**src/rtl/uart_rx_byte.sv**
```systemverilog
// uart_rx_byte: UART byte receiver (8 data bits, LSB first, 1 stop bit).
// Synchronises the asynchronous rs232_rx pin and detects the start bit.
// It samples each bit at mid-bit and checks the stop bit.
// One good byte per valid frame is handed to the command decoder on rx_done.
//
// Optional feature macro: PARITY_CHECK_EN
//   Defined:   one parity bit is expected after data bit 7 and checked
//              against PARITY_ODD. A mismatch pulses parity_err instead of
//              rx_done.
//   Undefined: frame = start + 8 data + stop; parity_err is always 0.
//
// Handshake: rx_done, frame_err and parity_err are single-cycle pulses with no
// back-pressure, and at most one of them is high in any cycle. uart_data
// changes only in the rx_done cycle and is held at all other times.
module uart_rx_byte #(
  parameter int CLK_FREQ   = 50_000_000,
  parameter int BAUD_RATE  = 9600,
  parameter int PARITY_ODD = 0
) (
  input  logic       clk,
  input  logic       rst_n,
  input  logic       rs232_rx,
  output logic [7:0] uart_data,
  output logic       rx_done,
  output logic       frame_err,
  output logic       parity_err,
  output logic       rx_busy,
  output logic [2:0] dbg_state
);

  // BAUD_CNT must be at least 4 so that START has a usable half-bit window.
  localparam int BAUD_CNT = CLK_FREQ / BAUD_RATE;
  localparam int HALF     = BAUD_CNT / 2;
  localparam int CW       = $clog2(BAUD_CNT);

  localparam logic [CW-1:0] CNT_LAST = CW'(BAUD_CNT - 1);
  localparam logic [CW-1:0] CNT_HALF = CW'(HALF - 1);
  localparam logic          PAR_ODD  = (PARITY_ODD != 0);

`ifdef PARITY_CHECK_EN
  localparam logic PAR_EN = 1'b1;
`else
  localparam logic PAR_EN = 1'b0;
`endif

  typedef enum logic [2:0] {
    S_IDLE   = 3'd0,
    S_START  = 3'd1,
    S_DATA   = 3'd2,
    S_PARITY = 3'd3,
    S_STOP   = 3'd4,
    S_BREAK  = 3'd5
  } state_t;

  state_t        state_q, state_d;
  logic [CW-1:0] cnt_q, cnt_d;
  logic [2:0]    bit_q, bit_d;
  logic [7:0]    shift_q, shift_d;
  logic          par_bit_q, par_bit_d;
  logic [7:0]    data_q, data_d;
  logic          done_q, done_d;
  logic          fe_q, fe_d;
  logic          pe_q, pe_d;

  logic sync1_q, sync2_q, dly_q;
  logic rx_s;
  logic start_edge;
  logic cnt_last;
  logic par_bad;

  // Two-flop synchroniser plus delay flop.
  // All three are preset high so that reset cannot fake a start edge.
  always_ff @(posedge clk or negedge rst_n) begin
    if (!rst_n) begin
      sync1_q <= 1'b1;
      sync2_q <= 1'b1;
      dly_q   <= 1'b1;
    end else begin
      sync1_q <= rs232_rx;
      sync2_q <= sync1_q;
      dly_q   <= sync2_q;
    end
  end

  assign rx_s       = sync2_q;
  assign start_edge = dly_q & ~sync2_q;
  assign cnt_last   = (cnt_q == CNT_LAST);
  // The data bits and the parity bit together must XOR to PAR_ODD.
  assign par_bad    = ((^shift_q) ^ par_bit_q) != PAR_ODD;

  // FSM and datapath registers.
  always_ff @(posedge clk or negedge rst_n) begin
    if (!rst_n) begin
      state_q   <= S_IDLE;
      cnt_q     <= '0;
      bit_q     <= '0;
      shift_q   <= '0;
      par_bit_q <= 1'b0;
      data_q    <= '0;
      done_q    <= 1'b0;
      fe_q      <= 1'b0;
      pe_q      <= 1'b0;
    end else begin
      state_q   <= state_d;
      cnt_q     <= cnt_d;
      bit_q     <= bit_d;
      shift_q   <= shift_d;
      par_bit_q <= par_bit_d;
      data_q    <= data_d;
      done_q    <= done_d;
      fe_q      <= fe_d;
      pe_q      <= pe_d;
    end
  end

  // Next-state logic: the bit-period counter, bit sampling and the result flags.
  always_comb begin
    state_d   = state_q;
    cnt_d     = cnt_q;
    bit_d     = bit_q;
    shift_d   = shift_q;
    par_bit_d = par_bit_q;
    data_d    = data_q;
    done_d    = 1'b0;
    fe_d      = 1'b0;
    pe_d      = 1'b0;
    case (state_q)
      S_IDLE: begin
        if (start_edge) begin
          cnt_d   = '0;
          bit_d   = '0;
          state_d = S_START;
        end
      end
      S_START: begin
        // At half a bit into the start bit, a high line means a glitch.
        if (cnt_q == CNT_HALF) begin
          cnt_d   = '0;
          state_d = rx_s ? S_IDLE : S_DATA;
        end else begin
          cnt_d = cnt_q + 1'b1;
        end
      end
      S_DATA: begin
        if (cnt_last) begin
          cnt_d          = '0;
          shift_d[bit_q] = rx_s;
          if (bit_q == 3'd7) begin
            state_d = PAR_EN ? S_PARITY : S_STOP;
          end else begin
            bit_d = bit_q + 3'd1;
          end
        end else begin
          cnt_d = cnt_q + 1'b1;
        end
      end
      S_PARITY: begin
        if (cnt_last) begin
          cnt_d     = '0;
          par_bit_d = rx_s;
          state_d   = S_STOP;
        end else begin
          cnt_d = cnt_q + 1'b1;
        end
      end
      S_STOP: begin
        // Leave at mid-stop so that a following start bit is not missed.
        if (cnt_last) begin
          cnt_d = '0;
          if (rx_s) begin
            if (PAR_EN && par_bad) begin
              pe_d = 1'b1;
            end else begin
              done_d = 1'b1;
              data_d = shift_q;
            end
            state_d = S_IDLE;
          end else begin
            fe_d    = 1'b1;
            state_d = S_BREAK;
          end
        end else begin
          cnt_d = cnt_q + 1'b1;
        end
      end
      S_BREAK: begin
        // Stay here while the line is held low, so no start edge is taken.
        if (rx_s) begin
          state_d = S_IDLE;
        end
      end
      default: begin
        state_d = S_IDLE;
      end
    endcase
  end

  assign uart_data  = data_q;
  assign rx_done    = done_q;
  assign frame_err  = fe_q;
  assign parity_err = pe_q;
  assign rx_busy    = (state_q != S_IDLE);
  assign dbg_state  = state_q;

endmodule
```
**config.mk**
```make
export PLATFORM = sky130hd
export DESIGN_NAME = uart_rx_byte
export DESIGN_NICKNAME = d
export VERILOG_FILES = /design/src/rtl/uart_rx_byte.sv
export SDC_FILE = /design/constraint.sdc
export NUM_CORES = 1
export LEC_CHECK = 0
export BUFFER_PORTS_ARGS = -buffer_cell sky130_fd_sc_hd__buf_4
export CAP_MARGIN = 20
export CORE_ASPECT_RATIO = 0.8
export CORE_MARGIN = 2
export CORE_UTILIZATION = 45
export CTS_BUF_LIST = sky130_fd_sc_hd__clkbuf_16
export CTS_CLUSTER_SIZE = 30
export DETAILED_ROUTE_END_ITERATION = 10
export PLACE_DENSITY = 0.65
export SETUP_SLACK_MARGIN = 0.15
export SLEW_MARGIN = 20
export SYNTH_ARGS = -nofsm -noshare
export SYNTH_HDL_FRONTEND = slang
export SYNTH_SLANG_ARGS = --single-unit
```
**constraint.sdc**
```tcl
create_clock -name clk -period 2.2 [get_ports clk]
set_clock_uncertainty 0.2 [all_clocks]
set_input_delay 0.11 -clock clk [delete_from_list [all_inputs] [get_ports clk]]
set_output_delay 0.11 -clock clk [all_outputs]
set_load 0.02 [all_outputs]
```
==> flow_summary.toml <==
[sta]
holdWs_ns = 0.138
setup_tns_ns = -3.11
final-hold-violation-count = 0
worst_slew_pin_slew_ns = 0.617
fin_ws_ns = -0.215
finalSetupViolations = 32
slew_headroom_pct = 58.5
rsz0062_at_grt = "true"
slew_viol_final = 0
fmax_ghz = 0.414
period_share_pct = 110
min_period_ns = 2.41

[worst_hold_path]
hold_class = "input pin to async pin"

[worst_setup_path]
r2r-end = "shift_q[2]"
worst-r2r-cell-count = 5
cp_max_fo = 3
cp-start-kind = "register"
path_class = "register to register"
crit_arrival_ns = 2.38
timing.rr.start = "cnt_q[5]"
critPathMaxStageDelay_ns = 0.53
cp-end-kind = "register"
worstPathCellList = "or4b_1 > nor4_2 > or3b_4 > nor3b_2 > mux2_4"
worst-r2r-setup-slack_ns = -0.21
critPathSlowestCell = "or4b_1"
worstPathRequired_ns = 2.16

[yosys]
synthCells = 185
yosysWarningCount = 0
synth_top_area_share_pct = 45.5
avgSynthCellArea_um2 = 11.0
synth-async-reset-ratio_pct = 100
synth_top_cells_by_area = "dfrtp_1 45%, mux2_2 10%, dfstp_2 3.9%, o21ai_0 3.2%, and3_1 2.2%"
synth_common_cells = "37 x dfrtp_1, 18 x mux2_2, 13 x o21ai_0"
netlist-cell-type-count = 48
synthFlopType = "dfrtp_1"
yosysMostFrequentCell = "dfrtp_1"
synth-seq-area-share_pct = 49.4
synth_edf_count = 0
syn-cell-area_um2 = 2040
ys_ff_latch = 40
yosysTopAreaCell = "dfrtp_1"
synth_fp_nets = 191

[clock_tree]
htree_levels = 2
clk_path_buf_depth = 2
clock_latency_ns = 0.28
cts_buffers = 5
cts_tree = "built"
clkSlewWorstSetupHoldPaths_ns = 0.06
clk_root_buffer_cell = "clkbuf_16"
clock_sinks = 40

[final_layout]
final_util_pct = 65.2
antenna_cells = 0
fillers = 338
fin_nets = 243
area_delta_synth_final_pct = 36.4
drive_above_1_share_pct = 44.5

[grt]
use_met2_pct = 33.1
gr-usage-met1_pct = 27.8
grt-busiest-layer = "met2"
grt_use_total_pct = 20.5
grt_pass1_vias = 1669
antenna_found_initial = 0
use_met3_pct = 4.24
grt_overflow_total = 0
grt_pass1_wl_um = 8000
grt_max_degree = 41

[placed_design]
gp_congestion = 0.860
io_buffers = 16
pre_cts_ws_ns = -0.312
dpl.hpwl_um = 3220

[detailed_routing]
viasPerCell = 5.70
drt-initial-drc-count = 104
drc_errors = 0
drt_wl_total_um = 5070
antenna_left = 0
wl_per_cell_um = 17.2
firstDrtPassIters = 4
vias = 1682

[power]
static-leakage-power_nw = 1.31
power_w = 0.00255
power.density_nw_per_um2 = 918
peakVddDrop_v = 0.000504

[die]
die_h_um = 64.2
rows = 21
core_area_um2 = 4260
die_area_um2 = 5080
num_io_pins = 18
start_util_pct = 47.8
fp.dieW_um = 79.2

[run_status]
violations = "negative setup slack"
status = "complete, but fails checks"

[flow_run]
drv_cap = 0
[cells in the final DEF (no fill, tap or decap), types with 3 or more instances in the layout]
master     netlist  layout
o21ai_0         13       9
nand2b_1         3       3
nor2_1           8       6
buf_6            1       4
nand3b_1         3       3
and3_1           7       7
nand2_1         11      10
nor2b_1          4       4
ha_1             3       3
mux2_2          18      16
o21ai_1          1       5
nand3_1          6       6
mux2_4           0       3
a21o_1           3       3
buf_4            1      48
clkbuf_16        0       5
dfstp_2          3       3
a21oi_1          5       4
inv_1            3       3
dfrtp_1         37      37
nand4_1          3       3
nor3_1           4       3
a31oi_1          4       4
[worst max path at each step]
stage              from  slack [ns]          to
6_report       cnt_q[5]       -0.21  shift_q[2]
5_1_grt        cnt_q[5]       -0.27  shift_q[2]
4_1_cts        cnt_q[5]       -0.24  shift_q[2]
3_5_place_dp   cnt_q[5]       -0.31  shift_q[2]
3_3_place_gp   cnt_q[5]       -0.19  shift_q[2]
2_1_floorplan  cnt_q[5]       -0.18  shift_q[2]
[cells by family after synthesis]
logic type,share of synthesized area [%]
simple gates,21.9
flops,49.4
compound gates,12.4
mux,10.5
buf+inv,3.32
fa+ha+maj,1.84
other cells,0.184
xor+xnor,0.430
[through the flow]
stage / area [um2] / cells
floorplan: 2060 / 185
global placement: 2390 / 273
detailed placement: 2390 / 273
CTS: 2640 / 290
global route: 2780 / 295
finish: 2780 / 295
[repair_timing]
item / 4_1_cts / 5_1_grt
gates resized for setup: 9 / 21
hold buffers: 2 / 0
hold endpoints to repair: 41 / 0
endpoints found under the setup margin: 34 / 37
setup buffers: 6 / 4
pin swaps: 2 / 9
gates cloned: 1 / 1
[area by class of cell]
| cell class | instances | area (um2) | share of cell area (%) |
|---|---|---|---|
| flip-flops and latches | 40 | 1000 | 36.2 |
| well taps | 57 | 71.3 | 2.57 |
| clock inverters | 3 | 18.8 | 0.676 |
| clock buffers | 5 | 125 | 4.51 |
| inverters | 3 | 11.3 | 0.406 |
| repair buffers | 54 | 425 | 15.3 |
| multi-input cells | 133 | 1120 | 40.3 |
[layer usage]
layer	part of all wire (%)	wire length (um)
met5	0	0
met4	1.4	73
met2	48	2420
met1	46	2350
met3	4.6	232
[state kept, by name, summed over array words and instances (netlist names), 3 cells and up]
| name | count |
|---|---|
| bit_q | 3 |
| uart_data | 8 |
| cnt_q | 13 |
| dbg_state | 3 |
| shift_q | 8 |
[critical path, delay by kind of cell (launching register included)]
family	cells	cell delay, ns
mux	1	0.32
flops	1	0.38
simple gates	4	1.39
[report_power, final]
part,switching [W],total [W],internal [W]
sequential,0.0000805,0.000883,0.000802
combinational,0.000549,0.000967,0.000419
clock,0.000281,0.000698,0.000417
total,0.000910,0.00255,0.00164
Note: power is estimated with default switching activity, not from simulation.
